--- config.mk ---
export PLATFORM = sky130hd
export DESIGN_NAME = selfcal_rx_flat
export DESIGN_NICKNAME = d
export VERILOG_FILES = /design/src/rtl/selfcal_pkg.sv /design/src/rtl/selfcal_rx_if.sv /design/src/rtl/sb_wait_cnt.sv /design/src/rtl/selfcal_rx.sv /design/src/flat_wrapper.sv
export SDC_FILE = /design/constraint.sdc
export NUM_CORES = 1
export LEC_CHECK = 0
export BUFFER_PORTS_ARGS = -buffer_cell sky130_fd_sc_hd__buf_2
export CORE_MARGIN = 2
export CORE_UTILIZATION = 58
export CTS_CLUSTER_DIAMETER = 80
export DETAILED_ROUTE_END_ITERATION = 12
export GPL_ROUTABILITY_DRIVEN = 0
export PLACE_DENSITY = 0.89
export SETUP_SLACK_MARGIN = 0.02
export SLEW_MARGIN = 20
export SYNTH_ARGS = -nofsm -noshare
export SYNTH_HDL_FRONTEND = slang
export SYNTH_SLANG_ARGS = --single-unit
--- constraint.sdc ---
create_clock -name clk -period 4.4 [get_ports clk]
set_clock_uncertainty 0.05 [all_clocks]
set_input_delay 0.88 -clock clk [delete_from_list [all_inputs] [get_ports clk]]
set_output_delay 0.88 -clock clk [all_outputs]
set_load 0.02 [all_outputs]
--- src/rtl/selfcal_pkg.sv ---
// selfcal_pkg: shared definitions for the MBTRAIN self-calibration handshake.
// Holds the 3-bit state encoding and the sideband message codes used by the
// responder (selfcal_rx) and, later, the initiator.
package selfcal_pkg;

    typedef logic [2:0] state_t;
    typedef logic [3:0] sb_msg_t;

    localparam state_t ST_IDLE          = 3'd0;
    localparam state_t ST_CAL_ALGO      = 3'd1;
    localparam state_t ST_WAIT_REQ      = 3'd2;
    localparam state_t ST_SEND_RESP     = 3'd3;
    localparam state_t ST_TEST_FINISHED = 3'd4;
    localparam state_t ST_TIMEOUT       = 3'd5;

    localparam sb_msg_t SB_NONE             = 4'b0000;
    localparam sb_msg_t SB_SELFCAL_END_REQ  = 4'b0001;
    localparam sb_msg_t SB_SELFCAL_END_RESP = 4'b0010;

endpackage

--- src/rtl/selfcal_rx_if.sv ---
// selfcal_rx_if: sideband bundle between the self-cal responder and the
// sideband RX decoder / shared TX mux.
//   i_sideband_valid, i_decoded_sideband_message : received message + qualifier
//   i_busy_negedge_detected, i_valid_tx          : TX mux completion / contention
//   o_sideband_message, o_valid_rx               : message request to the TX mux
// Modports: slave = the responder block, master = the sideband side driving it.
interface selfcal_rx_if;
    import selfcal_pkg::*;

    logic    i_sideband_valid;
    sb_msg_t i_decoded_sideband_message;
    logic    i_busy_negedge_detected;
    logic    i_valid_tx;
    sb_msg_t o_sideband_message;
    logic    o_valid_rx;

    modport slave (
        input  i_sideband_valid,
        input  i_decoded_sideband_message,
        input  i_busy_negedge_detected,
        input  i_valid_tx,
        output o_sideband_message,
        output o_valid_rx
    );

    modport master (
        output i_sideband_valid,
        output i_decoded_sideband_message,
        output i_busy_negedge_detected,
        output i_valid_tx,
        input  o_sideband_message,
        input  o_valid_rx
    );

endinterface

--- src/rtl/sb_wait_cnt.sv ---
// sb_wait_cnt: loadable up-counter with a terminal-count flag.
//   clk, rst : clock, synchronous active-high reset
//   load     : load load_val (priority over inc)
//   inc      : increment by one
//   tc       : count currently equals Terminal-1
module sb_wait_cnt #(
    parameter int unsigned Width    = 16,
    parameter int unsigned Terminal = 8
) (
    input  logic             clk,
    input  logic             rst,
    input  logic             load,
    input  logic [Width-1:0] load_val,
    input  logic             inc,
    output logic             tc
);

    localparam logic [Width-1:0] TermVal = Width'(Terminal - 1);

    logic [Width-1:0] cnt_q;

    always_ff @(posedge clk) begin
        if (rst) begin
            cnt_q <= '0;
        end else if (load) begin
            cnt_q <= load_val;
        end else if (inc) begin
            cnt_q <= cnt_q + Width'(1);
        end
    end

    assign tc = (cnt_q == TermVal);

endmodule

--- src/rtl/selfcal_rx.sv ---
// selfcal_rx: responder side of the MBTRAIN self-calibration handshake.
// Runs a CAL_CYCLES local calibration window, accepts the partner's end-request,
// answers with an end-response via the shared sideband TX mux, then raises
// o_test_ack until the enable drops.
//   clk, rst    : clock, synchronous active-high reset
//   i_en        : substate enable; low forces IDLE and clears everything
//   sb          : sideband bundle (selfcal_rx_if.slave)
//   o_test_ack  : responder done
//   o_timeout   : sticky wait timeout (tied 0 unless SELFCAL_RX_TIMEOUT_EN)
// Optional feature macro: SELFCAL_RX_TIMEOUT_EN adds a TIMEOUT_CYCLES wait limit
// in WAIT_REQ/SEND_RESP.
module selfcal_rx
    import selfcal_pkg::*;
#(
    parameter int unsigned CAL_CYCLES     = 8,
    parameter int unsigned TIMEOUT_CYCLES = 8000
) (
    input  logic           clk,
    input  logic           rst,
    input  logic           i_en,
    selfcal_rx_if.slave    sb,
    output logic           o_test_ack,
    output logic           o_timeout
);

    // One width serves both counters so the instances stay identical.
    localparam int unsigned MaxCnt = (CAL_CYCLES > TIMEOUT_CYCLES) ? CAL_CYCLES : TIMEOUT_CYCLES;
    localparam int unsigned CntW   = (MaxCnt > 1) ? $clog2(MaxCnt) : 1;

    state_t  state_q, state_d;
    logic    req_pend_q, req_pend_d;
    sb_msg_t msg_q, msg_d;
    logic    vld_q, vld_d;
    logic    ack_q, ack_d;
    logic    cal_load, cal_inc, cal_tc;
    logic    req;

    assign req = sb.i_sideband_valid && (sb.i_decoded_sideband_message == SB_SELFCAL_END_REQ);

    sb_wait_cnt #(
        .Width    (CntW),
        .Terminal (CAL_CYCLES)
    ) u_cal_cnt (
        .clk      (clk),
        .rst      (rst),
        .load     (cal_load),
        .load_val ('0),
        .inc      (cal_inc),
        .tc       (cal_tc)
    );

`ifdef SELFCAL_RX_TIMEOUT_EN
    logic to_q, to_d;
    logic wt_load, wt_inc, wt_tc;

    sb_wait_cnt #(
        .Width    (CntW),
        .Terminal (TIMEOUT_CYCLES)
    ) u_wait_cnt (
        .clk      (clk),
        .rst      (rst),
        .load     (wt_load),
        .load_val ('0),
        .inc      (wt_inc),
        .tc       (wt_tc)
    );
`endif

    always_comb begin
        state_d    = state_q;
        req_pend_d = req_pend_q;
        msg_d      = msg_q;
        vld_d      = vld_q;
        ack_d      = ack_q;
        cal_load   = 1'b0;
        cal_inc    = 1'b0;
`ifdef SELFCAL_RX_TIMEOUT_EN
        to_d       = to_q;
        wt_load    = 1'b0;
        wt_inc     = 1'b0;
`endif
        if (!i_en) begin
            state_d    = ST_IDLE;
            req_pend_d = 1'b0;
            msg_d      = SB_NONE;
            vld_d      = 1'b0;
            ack_d      = 1'b0;
            cal_load   = 1'b1;
`ifdef SELFCAL_RX_TIMEOUT_EN
            to_d       = 1'b0;
            wt_load    = 1'b1;
`endif
        end else begin
            case (state_q)
                ST_IDLE: begin
                    state_d  = ST_CAL_ALGO;
                    cal_load = 1'b1;
                end
                ST_CAL_ALGO: begin
                    cal_inc = 1'b1;
                    if (req) req_pend_d = 1'b1;
                    if (cal_tc) begin
`ifdef SELFCAL_RX_TIMEOUT_EN
                        wt_load = 1'b1;
`endif
                        // A request in the final window cycle counts as pending.
                        if (req_pend_q || req) begin
                            state_d = ST_SEND_RESP;
                            msg_d   = SB_SELFCAL_END_RESP;
                            vld_d   = 1'b1;
                        end else begin
                            state_d = ST_WAIT_REQ;
                        end
                    end
                end
                ST_WAIT_REQ: begin
`ifdef SELFCAL_RX_TIMEOUT_EN
                    wt_inc = 1'b1;
`endif
                    if (req) begin
                        state_d = ST_SEND_RESP;
                        msg_d   = SB_SELFCAL_END_RESP;
                        vld_d   = 1'b1;
`ifdef SELFCAL_RX_TIMEOUT_EN
                        wt_load = 1'b1;
                    end else if (wt_tc) begin
                        state_d = ST_TIMEOUT;
                        to_d    = 1'b1;
`endif
                    end
                end
                ST_SEND_RESP: begin
`ifdef SELFCAL_RX_TIMEOUT_EN
                    wt_inc = 1'b1;
`endif
                    // Another requester still owning the mux blocks the release.
                    if (sb.i_busy_negedge_detected && !sb.i_valid_tx) begin
                        state_d = ST_TEST_FINISHED;
                        msg_d   = SB_NONE;
                        vld_d   = 1'b0;
                        ack_d   = 1'b1;
`ifdef SELFCAL_RX_TIMEOUT_EN
                    end else if (wt_tc) begin
                        state_d = ST_TIMEOUT;
                        msg_d   = SB_NONE;
                        vld_d   = 1'b0;
                        to_d    = 1'b1;
`endif
                    end
                end
                ST_TEST_FINISHED: ;
`ifdef SELFCAL_RX_TIMEOUT_EN
                ST_TIMEOUT: ;
`endif
                default: state_d = ST_IDLE;
            endcase
        end
    end

    always_ff @(posedge clk) begin
        if (rst) begin
            state_q    <= ST_IDLE;
            req_pend_q <= 1'b0;
            msg_q      <= SB_NONE;
            vld_q      <= 1'b0;
            ack_q      <= 1'b0;
        end else begin
            state_q    <= state_d;
            req_pend_q <= req_pend_d;
            msg_q      <= msg_d;
            vld_q      <= vld_d;
            ack_q      <= ack_d;
        end
    end

`ifdef SELFCAL_RX_TIMEOUT_EN
    always_ff @(posedge clk) begin
        if (rst) begin
            to_q <= 1'b0;
        end else begin
            to_q <= to_d;
        end
    end
    assign o_timeout = to_q;
`else
    assign o_timeout = 1'b0;
`endif

    assign sb.o_sideband_message = msg_q;
    assign sb.o_valid_rx         = vld_q;
    assign o_test_ack            = ack_q;

endmodule

--- src/flat_wrapper.sv ---
// flat-port wrapper written by rule: the top's interface ports become plain ports
module selfcal_rx_flat import selfcal_pkg::*;
#(
    parameter int unsigned CAL_CYCLES     = 8,
    parameter int unsigned TIMEOUT_CYCLES = 8000
)
  (clk, rst, i_en, o_test_ack, o_timeout, sb_i_sideband_valid, sb_i_decoded_sideband_message, sb_i_busy_negedge_detected, sb_i_valid_tx, sb_o_sideband_message, sb_o_valid_rx);
  selfcal_rx_if sb_i ();
  input  logic clk;
  input  logic rst;
  input  logic i_en;
  output logic o_test_ack;
  output logic o_timeout;
  input wire logic [$bits(sb_i.i_sideband_valid)-1:0] sb_i_sideband_valid;
  input wire logic [$bits(sb_i.i_decoded_sideband_message)-1:0] sb_i_decoded_sideband_message;
  input wire logic [$bits(sb_i.i_busy_negedge_detected)-1:0] sb_i_busy_negedge_detected;
  input wire logic [$bits(sb_i.i_valid_tx)-1:0] sb_i_valid_tx;
  output wire logic [$bits(sb_i.o_sideband_message)-1:0] sb_o_sideband_message;
  output wire logic [$bits(sb_i.o_valid_rx)-1:0] sb_o_valid_rx;
  assign sb_i.i_sideband_valid = sb_i_sideband_valid;
  assign sb_i.i_decoded_sideband_message = sb_i_decoded_sideband_message;
  assign sb_i.i_busy_negedge_detected = sb_i_busy_negedge_detected;
  assign sb_i.i_valid_tx = sb_i_valid_tx;
  assign sb_o_sideband_message = sb_i.o_sideband_message;
  assign sb_o_valid_rx = sb_i.o_valid_rx;
  selfcal_rx #(.CAL_CYCLES(CAL_CYCLES), .TIMEOUT_CYCLES(TIMEOUT_CYCLES)) u_core (.clk(clk), .rst(rst), .i_en(i_en), .sb(sb_i), .o_test_ack(o_test_ack), .o_timeout(o_timeout));
endmodule
-- After elaboration in Yosys (flattened, before gate mapping)
Cells that the tools add are included.
- reduce and logical (&&, ||, !) cells: 12
- $add $sub $neg: 1
- bitwise gates (word level): 2
- muxes and demuxes: 19
- equal/unequal tests: 10
- operators with widths (kind ; count):
    2-to-1 mux 4 bit ; 4
    one-hot mux 3 bit (5 select lines) ; 1
    adder 13 x 1 -> 13 bit, second input constant ; 1
    equality test 13 x 3 -> 1 bit, second input constant ; 1
    one-hot mux 4 bit (3 select lines) ; 1
    2-to-1 mux 1 bit ; 9
    2-to-1 mux 3 bit ; 3
    != test 2 x 1 -> 1 bit, second input constant ; 4
    equality test 3 x 2 -> 1 bit, second input constant ; 2
    AND reduction 5 bit ; 1
    equality test 4 x 1 -> 1 bit, second input constant ; 1
    AND reduction 2 bit ; 2
    AND reduction 4 bit ; 1
    OR reduction 2 bit ; 2
    equality test 3 x 1 -> 1 bit, second input constant ; 1
    equality test 3 bit, second input constant ; 1
    logical NOT 3 bit ; 1
    one-hot mux 1 bit (3 select lines) ; 1
    nonzero test 3 bit ; 1
    logical AND 1 bit ; 2
    inverter 1 bit ; 2
    logical NOT 1 bit ; 1
    logical OR 1 bit ; 1
- output and inout port bits: 7
- register bits after elaboration: 23
- input bits: 10

-- Longest topological paths before layout
- depth after elaboration: 6
- mapped depth: 6
- depth with buffers taken out: 5

-- Cells and area by module
Synthesis repeated with hierarchy kept, for this count alone.
- cell total of the unflattened synthesis: 137
- area, all modules: 1162.4 µm²
- modules (own cells, without submodules) (module ; cells each ; area each (µm²) ; times used):
    sb_wait_cnt ; 91 ; 748.2 ; 1
    selfcal_rx ; 46 ; 414.1 ; 1

-- Least setup slack after synthesis
OpenSTA, ideal clock, no wires.
- kind: input -> register
- start point: input port sb_i_decoded_sideband_message[3]
- end point: register u_core.state_q[0]
- path slack: 2334 ps
- cell stages on the path: 4
- buffers on the path: 0
- arrival time: 1900 ps
- required time: 4233 ps
- cells stage by stage: nor4bb_1 -> nand2_1 -> a32o_1 -> a22o_1
- word-level cells in the longest chain between the ends: 6
- elaborated cells on any way between the ends: 8
- ends and longest elaborated chain (element ; line ; RTL):
    start: declaration ; flat_wrapper.sv:15 ; input wire logic [$bits(sb_i.i_decoded_sideband_message)-1:0] sb_i_decoded_sideband_message;
    equality test 4 x 1 -> 1 bit * ; selfcal_rx.sv:38 ; assign req = sb.i_sideband_valid && (sb.i_decoded_sideband_message == SB_SELFCAL_END_REQ);
    logical AND 1 bit * ; selfcal_rx.sv:38 ;
    logical OR 1 bit ; selfcal_rx.sv:107 ; if (req_pend_q || req) begin
    2-to-1 mux 1 bit ; selfcal_rx.sv:107 ;
    2-to-1 mux 3 bit ; selfcal_rx.sv:102 ; if (cal_tc) begin
    one-hot mux 3 bit (5 select lines) ; selfcal_rx.sv:94 ; case (state_q)
    end signal: assignment ; selfcal_rx.sv:168 ; state_q <= state_d;
    end: declaration ; selfcal_rx.sv:30 ; state_t state_q, state_d;
Every way passes the cells marked *; elsewhere a longest branch is shown, timed or not. The select of a mux whose other input is x is not followed.
A chain may end at the register's enable or synchronous reset.

-- Worst setup path in the final report
- start point: input port i_en
- end point: register u_core.u_cal_cnt.cnt_q[12]
- word-level cells in the longest chain between the ends: 2
- elaborated cells on any way between the ends: 3
- ends and longest elaborated chain (element ; line ; RTL):
    start: declaration ; flat_wrapper.sv:11 ; input logic i_en;
    2-to-1 mux 1 bit ; selfcal_rx.sv:82 ; if (!i_en) begin
    OR reduction 2 bit (no line) ; n/a ;
    end signal: assignment ; sb_wait_cnt.sv:26 ; cnt_q <= load_val;
    end signal: assignment ; sb_wait_cnt.sv:28 ; cnt_q <= cnt_q + Width'(1);
    end: declaration ; sb_wait_cnt.sv:20 ; logic [Width-1:0] cnt_q;
Parallel ways exist; a longest one is shown, timed or not.

==> qor.yml <==
ys.flop_type: "dfxtp_1"
layout-drive-gt1-share_pct: 13.4
finalSetupTns_ns: 0
cts_buffer_depth: 2
ant_nets: 0
post-route-period-util_pct: 48.1
path_max_fanout: 11
routed_wl_um: 1990
wl_per_cell_um: 13.2
start_kind: "primary input"
remaining_drc_errors: 0
synth_top_cell_area_share_pct: 37.6
maxCapViolCount: 0
end_kind: "flop"
dr.pass1.iters: 4
power_frac_comb_pct: 7.9
via_per_inst: 6.10
hold_viol: 0
grt_max_degree: 14
syn_inst: 124
cp.required_ns: 4.59
cts_setup_buffers: 0
cts_tree: "yes"
period_needed_ns: 2.12
cts.clk_slew.worst_paths_ns: 0.11
yosysTopAreaCell: "dfxtp_1"
worstSetupPathType: "primary input to flop"
grt_usage_pct: 22.6
power_frac_clock_pct: 31.1
die_width_um: 45.8
max_slew.worst_pin.slew_ns: 0.642
holdWs_ns: 0.437
core_area_um2: 1690
cts-resized-gates: 0
synth_cell_types: 36
cts_buffers: 3
portBuffers: 12
fp-row-count: 15
die_area_um2: 2100
cp.arrival_ns: 2.31
num_io_pins: 17
post-dp-hpwl_um: 1520
clkSinkCount: 19
slew_headroom_pct: 56.6
fmax_ghz: 0.473
synthTopCellsByArea: "dfxtp_1, xnor2_1, nor2_1, a21oi_1, buf_4"
hold_path_class: "flop to flop"
synthArstFlopShare_pct: 0
ys_ff_latch: 19
synth-edff-count: 0
setup_viol: 0
drt_iter0_markers: 33
synth_warnings: 0
antenna_cells: 0
fp.dieH_um: 45.8
swShare_pct: 24.4
cts_hold_buffers: 0
antenna_found_initial: 0
ir_worst_vdd_mv: 0.150
power_frac_seq_pct: 61.0
outcome: "finished, final reports clean"
synth.avg_cell_area_um2: 8.16
start_util_pct: 59.9
p_switching_mw: 0.0701
root_buffer: "clkbuf_4"
ys_seq_area_share_pct: 37.6
p_per_area_nw_per_um2: 268
h-tree-depth: 1
grt_pass1_vias: 785
clk-insertion-delay-late_ns: 0.30
syn-cell-area_um2: 1010
power.internal_mw: 0.217
vias: 921
grt_first_pass_wirelength_um: 3360
fin_nets: 146
overflow: 0
maxSlewViolCount: 0
rsz0062_at_grt: "no"
area_growth_pct: 6.18
finalPower_mw: 0.288
leakage_nw: 0.350
sequential cells by signal, summed over array words and instances (netlist names):
| name | cells |
|---|---|
| u_core.req_pend_q | 1 |
| u_core.o_test_ack | 1 |
| u_core.u_cal_cnt.cnt_q | 13 |
| u_core.state_q | 3 |
| u_core.sb.o_sideband_message | 1 |
cell usage in the layout, fill, tap and decap left out, types with 2 or more instances in the layout:
cell and instances:
nand2_1 6, nor2_1 16, or3_1 4, nor3b_1 2, nor4bb_1 2, nand2b_1 3, nor2b_1 2, nand3_1 5
inv_1 4, a21oi_1 8, and3_1 2, nor4_1 6, nand4_1 4, clkbuf_4 3, o21ai_0 5, dfxtp_1 19
nor3_1 3, conb_1 4, xnor2_1 7, buf_2 12
synth_stat cells (3+ instances only):
| cell type | count |
|---|---|
| xnor2_1 | 7 |
| clkbuf_1 | 4 |
| nand2b_1 | 3 |
| o21ai_0 | 5 |
| inv_1 | 4 |
| nand3_1 | 5 |
| nand4_1 | 4 |
| dfxtp_1 | 19 |
| nor2_1 | 16 |
| nand2_1 | 6 |
| nor3_1 | 3 |
| or3_1 | 4 |
| a21oi_1 | 8 |
| nor4_1 | 6 |
| buf_4 | 5 |
through the flow:
stage / worst slack (ns) / util [%] / cell area [µm²] / std cells
2_1_floorplan: 2.33 / - / 1020 / 127
3_5_place_dp: 1.98 / 62.1 / 1050 / 147
3_3_place_gp: 2.01 / 62.1 / 1050 / 147
4_1_cts: 2.30 / 63.6 / 1070 / 151
6_report: 2.28 / 63.6 / 1070 / 151
5_1_grt: 2.16 / 63.6 / 1070 / 151
worst paths after layout:
| check | start | to | slack (ns) | depth (start not counted) |
|---|---|---|---|---|
| max | i_en | u_core.u_cal_cnt.cnt_q[12] | 2.28 | 5 |
| min | u_core.o_test_ack | u_core.o_test_ack | 0.44 | 2 |
| max reg2reg | u_core.state_q[0] | u_core.u_cal_cnt.cnt_q[12] | 2.36 | 4 |
| min reg2reg | u_core.o_test_ack | u_core.o_test_ack | 0.44 | 2 |
logic make-up after synthesis:
family	after synthesis	share of synthesized area, %
adder cells (fa/ha/maj)	1	1.24
AND/OR/NAND/NOR	59	32.5
buffers and inverters	14	7.79
other	1	0.370
XOR/XNOR	8	6.92
AO/OA/AOI/OAI	22	13.6
flip-flops	19	37.6
worst max-delay path, cell delays in order:
cell and delay, ns:
buf_2 0.11, nand4bb_1 0.31, or3_1 0.51, or3_1 0.36, a21oi_1 0.14
power groups by stage:
stage / sequential [mW] / combinational, mW / clock [mW]
6_report: 0.175 / 0.0226 / 0.0896
5_1_grt: 0.176 / 0.0251 / 0.0996
4_1_cts: 0.175 / 0.0223 / 0.0919
3_5_place_dp: 0.179 / 0.0222 / 0
3_3_place_gp: 0.179 / 0.0210 / 0
2_1_floorplan: 0.177 / 0.0195 / 0
cell type report:
cell class	count	area [µm²]
clock buffers	4	26.3
fillers	140	614
multi-input cells	94	564
flip-flops and latches	19	380
well taps	17	21.3
inverters	4	15.0
repair buffers	13	67.6
routing by layer:
| metal | part of all wire (%) | track usage, % |
|---|---|---|
| met1 | 43 | 29.5 |
| met3 | 5.5 | 5.16 |
| met5 | 0 | 0 |
| met2 | 49 | 34.1 |
| met4 | 2.9 | 12.6 |
(Power assumes the default switching activity.)
